--- src/rtl/cpu_types_pkg.sv ---
// cpu_types_pkg -- shared types for the L1 dcache and its coherence logic.
//
// Contents:
//   DC_IDX_W, DC_TAG_W, DC_WAYS  dcache geometry (8 sets, 2 ways, 2-word blocks)
//   snoop_state_t                snoop responder FSM state
//   dcache_addr_t                byte address split into tag/idx/blkoff/bytoff
//   sat_inc16                    16-bit saturating increment
package cpu_types_pkg;

  localparam int DC_IDX_W = 3;
  localparam int DC_TAG_W = 32 - DC_IDX_W - 1 - 2;
  localparam int DC_WAYS  = 2;

  typedef enum logic [1:0] {
    IDLE = 2'd0,
    WB0  = 2'd1,
    WB1  = 2'd2,
    DONE = 2'd3
  } snoop_state_t;

  typedef struct packed {
    logic [DC_TAG_W-1:0] tag;
    logic [DC_IDX_W-1:0] idx;
    logic                blkoff;
    logic [1:0]          bytoff;
  } dcache_addr_t;

  function automatic logic [15:0] sat_inc16(input logic [15:0] v, input logic en);
    return (en && (v != 16'hFFFF)) ? v + 16'd1 : v;
  endfunction

endpackage

--- src/rtl/dcache_snoop_responder.sv ---
// dcache_snoop_responder -- cache-side responder to the coherence bus controller.
//
// Looks up the snooped block in the dcache frame array. A Modified hit raises
// ccwrite in the snoop cycle and flushes the two-word block (one word per dwait
// handshake) while owning the cache's bus outputs. Clean hits are invalidated
// on request; the dirty block is invalidated after its flush if ccinv was seen.
//
// Ports:
//   CLK, nRST                  clock, asynchronous active-low reset
//   ccwait, ccinv, ccsnoopaddr snoop request from the bus controller
//   dwait                      bus word handshake (low = word accepted)
//   ccwrite                    this cache supplies the snooped block
//   snp_active                 responder owns daddr/dstore/dWEN
//   snp_dWEN, snp_daddr, snp_dstore  write-back word
//   lk_idx                     frame-array read index (combinational)
//   lk_valid, lk_dirty, lk_tag, lk_data  per-way frame contents at lk_idx
//   upd_en, upd_way, upd_idx, upd_clr_valid, upd_clr_dirty  frame-state update
//   stat_hits, stat_wbs, stat_invs  saturating counters (SNOOP_STATS_EN only)
//
// Build option: define SNOOP_STATS_EN to add the statistics counters.
module dcache_snoop_responder
  import cpu_types_pkg::*;
#(
  parameter  int IDX_W = DC_IDX_W,
  parameter  int TAG_W = DC_TAG_W,
  parameter  int WAYS  = DC_WAYS,
  localparam int WAY_W = (WAYS > 1) ? $clog2(WAYS) : 1
) (
  input  logic                   CLK,
  input  logic                   nRST,
  input  logic                   ccwait,
  input  logic                   ccinv,
  input  logic [31:0]            ccsnoopaddr,
  input  logic                   dwait,
  output logic                   ccwrite,
  output logic                   snp_active,
  output logic                   snp_dWEN,
  output logic [31:0]            snp_daddr,
  output logic [31:0]            snp_dstore,
  output logic [IDX_W-1:0]       lk_idx,
  input  logic [WAYS-1:0]        lk_valid,
  input  logic [WAYS-1:0]        lk_dirty,
  input  logic [WAYS*TAG_W-1:0]  lk_tag,
  input  logic [WAYS*64-1:0]     lk_data,
  output logic                   upd_en,
  output logic [WAY_W-1:0]       upd_way,
  output logic [IDX_W-1:0]       upd_idx,
  output logic                   upd_clr_valid,
  output logic                   upd_clr_dirty
`ifdef SNOOP_STATS_EN
  ,
  output logic [15:0]            stat_hits,
  output logic [15:0]            stat_wbs,
  output logic [15:0]            stat_invs
`endif
);

  snoop_state_t state;

  logic [TAG_W-1:0] snp_tag;
  logic [IDX_W-1:0] snp_idx;
  logic             unused_addr_bits;

  assign snp_tag          = ccsnoopaddr[31 -: TAG_W];
  assign snp_idx          = ccsnoopaddr[IDX_W+2:3];
  assign unused_addr_bits = ^ccsnoopaddr[2:0];

  // Latched copy of the block being flushed; the snoop address may change.
  logic [WAY_W-1:0] lat_way;
  logic [IDX_W-1:0] lat_idx;
  logic [TAG_W-1:0] lat_tag;
  logic [31:0]      lat_w0, lat_w1;
  logic             inv_pend;

  // During a flush the frame array must keep presenting the latched set.
  assign lk_idx = (state == IDLE) ? snp_idx : lat_idx;

  // Tag compare across all ways; scanning downwards lets the lowest match win.
  logic             hit;
  logic             hit_dirty;
  logic [WAY_W-1:0] hit_way;
  logic [31:0]      hit_w0, hit_w1;

  always_comb begin
    // NOTE: every combinational output gets a default first so no path leaves
    // it unassigned; that is what keeps latches from being inferred.
    hit     = 1'b0;
    hit_way = '0;
    hit_w0  = '0;
    hit_w1  = '0;
    for (int w = WAYS - 1; w >= 0; w--) begin
      if (lk_valid[w] && (lk_tag[w*TAG_W +: TAG_W] == snp_tag)) begin
        hit     = 1'b1;
        hit_way = WAY_W'(w);
        hit_w0  = lk_data[w*64 +: 32];
        hit_w1  = lk_data[w*64 + 32 +: 32];
      end
    end
  end

  assign hit_dirty = hit & lk_dirty[hit_way];

  logic snoop_dirty, snoop_clean_inv;
  assign snoop_dirty     = ccwait & hit_dirty;
  assign snoop_clean_inv = ccwait & ccinv & hit & ~hit_dirty;

  always_ff @(posedge CLK or negedge nRST) begin
    // NOTE: state registers use non-blocking assignments so every flop samples
    // the pre-edge values, independent of statement order.
    if (!nRST) begin
      state    <= IDLE;
      lat_way  <= '0;
      lat_idx  <= '0;
      lat_tag  <= '0;
      lat_w0   <= '0;
      lat_w1   <= '0;
      inv_pend <= 1'b0;
    end else begin
      case (state)
        IDLE: begin
          if (snoop_dirty) begin
            lat_way  <= hit_way;
            lat_idx  <= snp_idx;
            lat_tag  <= snp_tag;
            lat_w0   <= hit_w0;
            lat_w1   <= hit_w1;
            inv_pend <= ccinv;
            state    <= WB0;
          end
        end
        WB0: begin
          // Dropping ccwait abandons the flush; the block simply stays dirty.
          if (!ccwait) begin
            state <= IDLE;
          end else begin
            inv_pend <= inv_pend | ccinv;
            if (!dwait) state <= WB1;
          end
        end
        WB1: begin
          if (!ccwait) begin
            state <= IDLE;
          end else begin
            inv_pend <= inv_pend | ccinv;
            if (!dwait) state <= DONE;
          end
        end
        DONE:    state <= IDLE;
        default: state <= IDLE;
      endcase
    end
  end

  always_comb begin
    ccwrite       = 1'b0;
    snp_active    = 1'b0;
    snp_dWEN      = 1'b0;
    snp_daddr     = '0;
    snp_dstore    = '0;
    upd_en        = 1'b0;
    upd_way       = '0;
    upd_idx       = '0;
    upd_clr_valid = 1'b0;
    upd_clr_dirty = 1'b0;
    // The IDLE outputs are combinational from the bus, so they are gated by
    // reset to keep every output low while nRST is asserted.
    if (nRST) begin
      case (state)
        IDLE: begin
          ccwrite = snoop_dirty;
          if (snoop_clean_inv) begin
            upd_en        = 1'b1;
            upd_way       = hit_way;
            upd_idx       = snp_idx;
            upd_clr_valid = 1'b1;
          end
        end
        WB0, WB1: begin
          ccwrite    = 1'b1;
          snp_active = 1'b1;
          snp_dWEN   = 1'b1;
          snp_daddr  = 32'({lat_tag, lat_idx, (state == WB1), 2'b00});
          snp_dstore = (state == WB1) ? lat_w1 : lat_w0;
        end
        DONE: begin
          upd_en        = 1'b1;
          upd_way       = lat_way;
          upd_idx       = lat_idx;
          upd_clr_dirty = 1'b1;
          upd_clr_valid = inv_pend;
        end
        default: ;
      endcase
    end
  end

`ifdef SNOOP_STATS_EN
  always_ff @(posedge CLK or negedge nRST) begin
    if (!nRST) begin
      stat_hits <= '0;
      stat_wbs  <= '0;
      stat_invs <= '0;
    end else begin
      stat_hits <= sat_inc16(stat_hits, (state == IDLE) && ccwait && hit);
      stat_wbs  <= sat_inc16(stat_wbs, state == DONE);
      stat_invs <= sat_inc16(stat_invs,
                             ((state == IDLE) && snoop_clean_inv) ||
                             ((state == DONE) && inv_pend));
    end
  end
`endif

endmodule

--- config.mk ---
export PLATFORM = sky130hd
export DESIGN_NAME = dcache_snoop_responder
export DESIGN_NICKNAME = d
export VERILOG_FILES = /design/src/rtl/cpu_types_pkg.sv /design/src/rtl/dcache_snoop_responder.sv
export SDC_FILE = /design/constraint.sdc
export NUM_CORES = 1
export LEC_CHECK = 0
export BUFFER_PORTS_ARGS = -buffer_cell sky130_fd_sc_hd__buf_4
export CORE_MARGIN = 8
export CORE_UTILIZATION = 41
export CTS_CLUSTER_DIAMETER = 100
export CTS_CLUSTER_SIZE = 30
export DETAILED_ROUTE_END_ITERATION = 7
export GPL_ROUTABILITY_DRIVEN = 0
export GPL_TIMING_DRIVEN = 0
export PLACE_DENSITY = 0.88
export SYNTH_ARGS = -nofsm -noshare
export SYNTH_HDL_FRONTEND = slang
export SYNTH_SLANG_ARGS = --single-unit
--- constraint.sdc ---
create_clock -name CLK -period 3.7 [get_ports CLK]
set_input_delay 1.11 -clock CLK [delete_from_list [all_inputs] [get_ports CLK]]
set_output_delay 1.11 -clock CLK [all_outputs]
set_load 0.01 [all_outputs]
==> results.py, run 1 <==
metrics = {
    "run_status": {
        "outcome": "complete, but fails checks",
        "violations": "setup timing",
    },
    "critical_path": {
        "r2r-end": "lat_w0[23]",
        "reg2reg_slack_ns": 1.03,
        "rr_startpoint": "state[0]",
        "r2r_cells": 11,
        "required_ns": 2.59,
        "cp_max_fo": 5,
        "worstSetupStartpointType": "input port",
        "crit_type": "in -> out",
        "cp_data_arrival_time_ns": 3.02,
        "endpoint_kind": "output pin",
    },
    "yosys": {
        "yosysMostFrequentCell": "dfrtp_1",
        "yosysTopAreaCell": "dfrtp_1",
        "synth_area_leaders": "dfrtp_1 (43%), xnor2_1 (8.1%), o22ai_1 (7.1%), mux2_2 (6.4%), a21oi_1 (6.0%)",
        "ys_ff_latch": 97,
        "ys_seq_area_frac": 0.4312,
        "synth_common_cells": "dfrtp_1 (97), inv_1 (69), a21oi_1 (67)",
        "synthArstFlopShare": 1.000,
        "synth_compound_area_frac": 0.1558,
        "synth-edff-count": 0,
        "synth_fa_ha_area_frac": 0.01111,
        "synth_top_family_by_area": "compound AO/OA/AOI/OAI gates",
        "synthSimpleGateAreaFrac": 0.1174,
        "synthDominantCellAreaShare": 0.4312,
        "ys.flop_type": "dfrtp_1",
        "synthCells": 600,
        "synth_area_per_cell_um2": 9.382,
        "syn_area_mm2": 0.005629,
        "ys_warn_count": 0,
        "synthXorXnorAreaFrac": 0.08091,
        "synthMuxAreaShare": 0.1209,
        "synth_cell_types": 40,
    },
    "sta": {
        "period_share": 1.116,
        "fmax_mhz": 242.1,
        "setup_ws_ns": -0.4299,
        "slew_violations": 0,
        "rsz0062_at_grt": "yes",
        "setup_viol": 7,
        "skew_ns": 0.006266,
        "final_hold_viol_count": 0,
        "worst_pin_slew_ns": 0.6457,
        "min_period_ns": 4.130,
        "max-slew-margin-rel": 0.5695,
    },
    "place": {
        "dp_cells": 1073,
        "place_ws_ns": -0.8802,
        "io_buffers": 292,
        "hpwlAfterDp_um": 17490,
    },
    "clock_network": {
        "root_buffer": "clkbuf_16",
        "cts.sinks": 97,
        "clk_pin_slew_ns": 0.07,
        "cts_tree": "yes",
        "numCtsBuffers": 9,
        "clk_path_buf_depth": 2,
        "cts_htree_levels": 3,
        "clk_latency_ns": 0.34,
    },
    "global_route": {
        "grt_overflow_total": 0,
        "grt_pass1_wl_um": 38180,
        "grt_pass1_vias": 6685,
        "antenna_found_initial": 0,
        "grt_max_degree": 53,
        "grt_util_all_layers": 0.2768,
    },
    "detailed_routing": {
        "drt-vias-per-instance": 5.705,
        "vias": 6344,
        "drtAntennaViolNets": 0,
        "first_pass_iters": 5,
        "routed_wl_um": 26190,
        "wl_per_cell_um": 23.55,
        "first_iter_violations": 562,
        "drcViolationCount": 0,
    },
    "floorplan": {
        "fp-row-count": 43,
        "die_area_mm2": 0.01774,
        "core_mm2": 0.01367,
        "start_util": 0.4119,
        "fp.dieW_um": 133.2,
        "die_h_um": 133.2,
        "ios": 298,
    },
    "min_path": {
        "hold_end": "lat_tag[24]",
        "hold_class": "reg -> reg",
        "min_from": "lat_tag[24]",
        "min_path_cells": 1,
    },
    "power": {
        "power_density_mw_per_mm2": 271.1,
        "peakVddDrop_v": 0.0002523,
        "power_leakage_nw": 4.823,
        "power_mw": 2.493,
    },
    "finish": {
        "instances_no_fill": 1112,
        "drive_gt1_frac": 0.4582,
        "insertedDiodeCount": 0,
        "area_delta_synth_final_pct": 63.37,
        "num-nets-final": 1153,
    },
    "job": {
        "maxCapViolCount": 0,
    },
}
[power breakdown]
part	switching, mW	leakage [nW]	total, mW	internal [mW]
Sequential	0.000000325	1.02	1.06	1.06
Clock	0.434	0.146	0.970	0.536
Combinational	0.198	3.66	0.465	0.266
Total	0.632	4.82	2.49	1.86
[sequential cells by signal (all words and copies together), names as in the netlist]
register  flops
inv_pend      1
lat_idx       3
lat_tag      26
lat_w0       32
lat_w1       32
lat_way       1
state         2
[cell families (layout without fill, tap and decap cells)]
group / after synthesis / count (layout)
AO/OA/AOI/OAI: 148 / 148
XOR/XNOR: 52 / 52
adder cells (fa/ha/maj): 5 / 5
buffers and inverters: 110 / 441
flip-flops: 97 / 97
multiplexers: 64 / 64
other: 1 / 2
AND/OR/NAND/NOR: 123 / 123
[critical path, stage by stage]
cell     delay (ns)
buf_8          0.10
xnor2_4        0.21
nand4_1        0.24
nor4_4         0.38
buf_4          0.22
buf_6          0.11
and3b_2        0.21
o21a_4         0.17
a22o_1         0.16
buf_6          0.11
[placed cells by master, fill, tap and decap left out, drive strengths merged, types with 2 or more instances in the layout]
cell type  instances
a21oi             67
and2               4
mux2              32
or2                2
and4               2
ha                 5
nand2             12
conb               2
nor4               4
and3              31
nor2              34
clkbuf            37
nand4             23
o21ai              2
nor3               2
buf              328
dfrtp             97
or4                2
nand3              3
mux2i             32
xnor2             52
a22o               4
o22ai             64
o21a               2
inv               72
[worst max path at each step]
stage / startpoint / endpoint / slack, ns / depth (start not counted)
after floorplan: lk_tag[37] / upd_idx[0] / 0.001 / 6
final: lk_tag[25] / upd_idx[2] / -0.43 / 10
after global routing: lk_tag[12] / upd_idx[2] / -0.48 / 10
after global placement: nRST / snp_dstore[27] / -0.85 / 5
after CTS: ccsnoopaddr[11] / upd_idx[0] / -0.22 / 8
after detailed placement: nRST / snp_dstore[27] / -0.88 / 5
[layer usage]
metal / vias to the layer above / global-route usage / wire [µm]
met1: 2980 / 0.3038 / 9333
met2: 479 / 0.4710 / 12670
li1: 2767 / - / -
met4: 0 / 0.1491 / 1496
met5: - / 0 / 0
met3: 118 / 0.08584 / 2688
[per-stage QoR]
stage,hold slack [ns],instance area (µm²),TNS (ns),util
global route,0.5203,9196,-3.028,0.6730
detailed placement,0.4856,8065,-57.58,0.5902
global placement,0.4787,8065,-55.82,0.5902
floorplan,0.4684,5648,0,-
CTS,0.5006,9032,-1.470,0.6610
finish,0.5074,9196,-2.742,0.6730
[repair_timing]
action | CTS | global route
buffers inserted | 25 | 2
resized for setup | 71 | 30
hold buffers | 0 | 0
endpoints found under the setup margin | 106 | 33
pin swaps | 18 | 14
cloned | 1 | 0
[final cells by class]
type	instances	area (µm²)
multi-input combinational	394	3253
tap	180	225.2
timing repair buffer	316	2522
clock buffer	10	229.0
fill	990	4469
clock inverter	6	75.07
inverter	69	259.0
sequential	97	2427
buffer	40	205.2
Power figures use the tool's default switching activity.
==> run 2: changes to the inputs <==
--- a/config.mk
+++ b/config.mk
@@ -15,3 +15,3 @@
 export GPL_TIMING_DRIVEN = 0
-export PLACE_DENSITY = 0.88
+export PLACE_DENSITY = 0.74
 export SYNTH_ARGS = -nofsm -noshare
==> constraint.sdc (replaced) <==
create_clock -name CLK -period 3.7 [get_ports CLK]
set_input_delay 0.185 -clock CLK [delete_from_list [all_inputs] [get_ports CLK]]
set_output_delay 0.185 -clock CLK [all_outputs]
set_load 0.01 [all_outputs]
==> run 2 against run 1 <==
  * Sequential share of layout area grew 2.6 points
  * First-iteration DRC count shrank 55%
  * Die area is the same
  * The flow now finishes without violations
  * Clock skew is essentially flat
==> results.py, run 2 (synthesis gave the netlist of run 1 again) <==
metrics = {
    "critical_path": {
        "endpoint_kind": "register",
        "r2r-end": "lat_w1[3]",
        "worstSetupStartpointType": "input port",
        "reg2reg_slack_ns": 1.10,
        "cp_slowest_cell": "nor4_1",
        "slowest_delay_ns": 0.69,
        "path_common_cell": "clkbuf_1",
        "cp_data_arrival_time_ns": 3.35,
        "r2r_cells": 8,
        "cp_max_fo": 10,
        "rr_startpoint": "state[1]",
        "crit_type": "in -> reg",
        "required_ns": 3.96,
        "worstPathCellList": "buf_4, xnor2_1, nand4_1, nor4_1, a2111o_1, clkbuf_1, clkbuf_1, o22ai_1, a21oi_1",
        "crit_path_start": "ccsnoopaddr[11]",
    },
    "sta": {
        "rsz0062_at_grt": "no",
        "max-slew-margin-rel": 0.4863,
        "period_share": 0.8339,
        "skew_ns": 0.006570,
        "min_period_ns": 3.085,
        "slew_violations": 0,
        "final_hold_viol_count": 0,
        "fin_setup_tns_ns": 0,
        "worst_pin_slew_ns": 0.7706,
        "fmax_mhz": 324.1,
        "setup_ws_ns": 0.6146,
        "setup_viol": 0,
        "hold_ws_ns": 0.1041,
    },
    "global_route": {
        "use_met3": 0.07681,
        "use_met2": 0.4182,
        "antenna_found_initial": 0,
        "grt_util_all_layers": 0.2391,
        "grt_pass1_vias": 6139,
        "grt_overflow_total": 0,
        "grt_pass1_wl_um": 33410,
        "met1_usage": 0.2708,
        "grt_busiest_layer": "met2",
        "grt_max_degree": 105,
    },
    "min_path": {
        "min_path_cells": 2,
        "hold_end": "lat_idx[2]",
        "hold_class": "in -> reg",
        "min_from": "ccsnoopaddr[5]",
    },
    "clock_network": {
        "cts_htree_levels": 3,
        "cts.sinks": 97,
        "root_buffer": "clkbuf_16",
        "ctsResizeCount": 0,
        "clk_path_buf_depth": 2,
        "holdBufCountCts": 0,
        "clk_latency_ns": 0.34,
        "numCtsBuffers": 9,
        "cts_setup_buffers": 0,
        "cts_tree": "yes",
        "clk_pin_slew_ns": 0.07,
    },
    "floorplan": {
        "start_util": 0.4119,
        "die_h_um": 133.2,
        "core_mm2": 0.01367,
        "fp-row-count": 43,
        "fp.dieW_um": 133.2,
        "die_area_mm2": 0.01774,
        "ios": 298,
    },
    "power": {
        "power_density_mw_per_mm2": 273.3,
        "p_sw_uw": 537.5,
        "p_int_mw": 1.751,
        "swShare": 0.2349,
        "power_mw": 2.288,
        "p_comb_frac": 0.150,
        "power_leakage_nw": 4.400,
        "pwr-share-clk": 0.387,
        "seq_power_share": 0.463,
        "peakVddDrop_v": 0.0002859,
    },
    "finish": {
        "area_delta_synth_final_pct": 48.77,
        "largest_registers": "lat_w0 (32), lat_w1 (32), lat_tag (26)",
        "num-nets-final": 1132,
        "layout_commonest_cell": "buf_4",
        "insertedDiodeCount": 0,
        "drive_gt1_frac": 0.3908,
        "fillers": 1189,
        "final_cell_mix": "buf_4 (294), dfrtp_1 (97), inv_1 (69), a21oi_1 (67), o22ai_1 (64)",
        "fin_util": 0.6128,
    },
    "detailed_routing": {
        "first_iter_violations": 252,
        "vias": 5660,
        "drtAntennaViolNets": 0,
        "drcViolationCount": 0,
        "wl_per_cell_um": 19.91,
        "routed_wl_um": 21720,
        "first_pass_iters": 4,
        "drt-vias-per-instance": 5.188,
    },
    "job": {
        "maxCapViolCount": 0,
    },
    "run_status": {
        "outcome": "finished clean",
    },
    "place": {
        "place_ws_ns": 0.3175,
        "hpwlAfterDp_um": 17440,
        "io_buffers": 292,
    },
}
[run 2: cell types whose count changed in the layout (fill, tap and decap cells not counted), sizes merged]
cell / previous run / this run
clkinvlp: 1 / 2
clkbuf: 37 / 39
buf: 328 / 306
bufinv: 1 / 0
inv: 72 / 69
bufbuf: 1 / 0
clkinv: 1 / 3
dlygate4sd3: 0 / 1
[run 2: area by class of cell]
cell class / count / area [µm²] / area share
Buffer: 41 / 202.7 / 0.02420
Multi-Input combinational cell: 394 / 2744 / 0.3277
Inverter: 69 / 259.0 / 0.03093
Sequential cell: 97 / 2427 / 0.2899
Clock buffer: 11 / 252.7 / 0.03018
Tap cell: 180 / 225.2 / 0.02689
Clock inverter: 5 / 30.03 / 0.003586
Timing Repair Buffer: 294 / 2233 / 0.2667
[run 2: per-layer routing]
layer | up-vias | routed length (µm)
met4 | 0 | 434
li1 | 2722 | -
met5 | - | 0
met3 | 26 | 1956
met2 | 258 | 10830
met1 | 2654 | 8501
[run 2: worst max-delay path by stage]
stage | end | slack [ns]
2_1_floorplan | lat_tag[10] | 1.46
3_3_place_gp | lat_w1[3] | 0.33
3_5_place_dp | lat_w1[3] | 0.32
4_1_cts | lat_w1[3] | 0.68
5_1_grt | lat_w1[3] | 0.48
6_report | lat_w1[3] | 0.61
[run 2: critical path: cells and delay by family]
family                 cells  cell delay (ns)
AND/OR/NAND/NOR            2             0.85
buffers and inverters      3             1.18
XOR/XNOR                   1             0.32
AO/OA/AOI/OAI              3             0.80
[run 2: power by group through the flow]
| stage | clock network (mW) | registers (mW) | logic (mW) |
|---|---|---|---|
| 4_1_cts | 0.906 | 1.06 | 0.337 |
| 3_3_place_gp | 0 | 1.08 | 0.332 |
| 3_5_place_dp | 0 | 1.08 | 0.336 |
| 5_1_grt | 0.947 | 1.06 | 0.367 |
| 2_1_floorplan | 0 | 1.08 | 0.0833 |
| 6_report | 0.886 | 1.06 | 0.342 |
[run 2: through the flow]
step | instances | cell area (µm²)
after floorplan | 601 | 5633
after global routing | 1091 | 8374
final | 1091 | 8374
after CTS | 1089 | 8333
after detailed placement | 1073 | 8050
after global placement | 1073 | 8050
==> run 3: changes to the inputs <==
- clock period: 3.7 -> 2.7 ns (I/O delays scaled with it)
==> run 3 against run 2 <==
  * Clock power up 37%
  * Sequential power up 37%
  * Wire length up 0.28%
  * Sequential cell count unchanged
  * Non-clock buffer count unchanged
  * Register-to-register slack worse by 0.80 ns
  * Global-route usage about the same
  * Hold slack worse by 0.052 ns
  * Design area up 0.28%
  * First-iteration DRC count up 9.9%
  * Cell count unchanged
  * Highest routed layer unchanged
==> results.py, run 3 (synthesis gave the netlist of run 1 again) <==
metrics = {
    "clock_network": {
        "clk_path_buf_depth": 2,
        "cts.sinks": 97,
        "root_buffer": "clkbuf_16",
        "cts_htree_levels": 3,
        "clk_latency_ns": 0.33,
        "cts_tree": "yes",
        "numCtsBuffers": 9,
        "cts_setup_buffers": 0,
        "clk_pin_slew_ns": 0.07,
    },
    "critical_path": {
        "rr_startpoint": "state[1]",
        "crit_path_start": "ccsnoopaddr[15]",
        "worstPathCellList": "buf_4, xnor2_1, nand4_1, or4_1, a2111o_1, clkbuf_2, clkbuf_2, o22ai_1, a21oi_1",
        "cp_max_fo": 10,
        "reg2reg_slack_ns": 0.30,
        "r2r-end": "lat_w0[8]",
        "cp_slowest_cell": "or4_1",
        "worstSetupStartpointType": "input port",
        "r2r_cells": 8,
        "worst-path-buf-inv": 3,
        "crit_family": "compound AO/OA/AOI/OAI gates",
        "path_common_cell": "clkbuf_2",
        "slowest_delay_ns": 0.59,
        "required_ns": 2.91,
        "endpoint_kind": "register",
        "cp_data_arrival_time_ns": 2.73,
        "crit_type": "in -> reg",
    },
    "power": {
        "power_leakage_nw": 4.422,
        "peakVddDrop_v": 0.0003919,
        "power_density_mw_per_mm2": 373.5,
    },
    "detailed_routing": {
        "drtAntennaViolNets": 0,
        "drcViolationCount": 0,
        "vias": 5648,
        "first_pass_iters": 4,
        "drt-vias-per-instance": 5.177,
        "first_iter_violations": 277,
        "wl_per_cell_um": 19.96,
        "routed_wl_um": 21780,
    },
    "sta": {
        "worst_pin_slew_ns": 0.6245,
        "skew_ns": 0.005071,
        "setup_ws_ns": 0.1784,
        "final_hold_viol_count": 0,
        "fin_setup_tns_ns": 0,
        "fmax_mhz": 396.6,
        "max-slew-margin-rel": 0.5836,
        "rsz0062_at_grt": "no",
        "setup_viol": 0,
        "min_period_ns": 2.522,
        "slew_violations": 0,
        "period_share": 0.9339,
        "hold_ws_ns": 0.05223,
    },
    "floorplan": {
        "start_util": 0.4119,
        "ios": 298,
        "fp-row-count": 43,
        "die_area_mm2": 0.01774,
        "core_mm2": 0.01367,
        "die_h_um": 133.2,
        "fp.dieW_um": 133.2,
    },
    "min_path": {
        "hold_end": "lat_idx[2]",
        "min_from": "ccsnoopaddr[5]",
        "min_path_cells": 2,
        "hold_class": "in -> reg",
    },
    "place": {
        "hpwlAfterDp_um": 17440,
        "place_ws_ns": -0.6325,
        "io_buffers": 292,
    },
    "global_route": {
        "grt_pass1_vias": 6115,
        "grt_util_all_layers": 0.2396,
        "antenna_found_initial": 0,
        "grt_overflow_total": 0,
        "grt_max_degree": 105,
        "grt_pass1_wl_um": 33460,
    },
    "finish": {
        "final_cell_mix": "buf_4 (294), dfrtp_1 (97), inv_1 (69), a21oi_1 (67), o22ai_1 (64)",
        "largest_registers": "lat_w0 (32), lat_w1 (32), lat_tag (26)",
        "multiInputGateArea_mm2": 0.002758,
        "num-nets-final": 1132,
        "layout_commonest_cell": "buf_4",
        "drive_gt1_frac": 0.4018,
        "fin_util": 0.6145,
        "area_delta_synth_final_pct": 49.19,
        "fillers": 1192,
        "insertedDiodeCount": 0,
        "regArea_mm2": 0.002427,
    },
    "run_status": {
        "outcome": "finished clean",
    },
    "job": {
        "maxCapViolCount": 0,
    },
}
==> run 3: cell types whose count changed in the layout (fill, tap and decap cells not counted) <==
cell and change:
nor4_2 +2, clkbuf_2 +8, nor4_1 -2, a2111oi_0 -1
clkbuf_1 -8, a2111oi_1 +1
==> run 3: power by group <==
group	leakage (nW)	total (mW)	internal [mW]	switching [mW]
Combinational	3.26	0.471	0.276	0.195
Clock	0.137	1.21	0.670	0.542
Sequential	1.02	1.45	1.45	0.000000395
==> run 3: worst max-delay path by stage <==
| stage | depth (start not counted) | end |
|---|---|---|
| after floorplan | 8 | lat_tag[10] |
| after global placement | 9 | lat_w1[3] |
| after detailed placement | 9 | lat_w1[3] |
| after CTS | 8 | upd_idx[1] |
| after global routing | 9 | lat_w0[8] |
| final | 9 | lat_w1[3] |
==> run 3: repair_timing <==
| action | CTS | global route |
|---|---|---|
| endpoints found under the setup margin | 52 | 57 |
| hold buffers | 0 | 1 |
| resized for setup | 7 | 6 |
| hold endpoints to repair | 0 | 97 |
| pin swaps | 0 | 0 |
==> run 3: layout make-up <==
| type | instances | share of cell area |
|---|---|---|
| clock inverters | 5 | 0.003576 |
| inverters | 69 | 0.03084 |
| plain buffers | 41 | 0.02533 |
| flip-flops and latches | 97 | 0.2890 |
| clock buffers | 11 | 0.03010 |
| repair buffers | 294 | 0.2659 |
| multi-input cells | 394 | 0.3284 |
| well taps | 180 | 0.02682 |
==> run 3: per-stage QoR <==
stage	power, mW	cell area, µm²	std cells
6_report	3.137	8398	1091
2_1_floorplan	1.595	5633	601
3_5_place_dp	1.941	8050	1073
3_3_place_gp	1.936	8050	1073
5_1_grt	3.255	8398	1091
4_1_cts	3.157	8347	1089
==> run 3: routing by layer <==
layer | share of wire | routed length (µm) | global-route usage
met1 | 0.40 | 8688 | 0.2743
met5 | 0 | 0 | 0
met4 | 0.023 | 503 | 0.07798
met2 | 0.49 | 10710 | 0.4165
met3 | 0.086 | 1876 | 0.07455
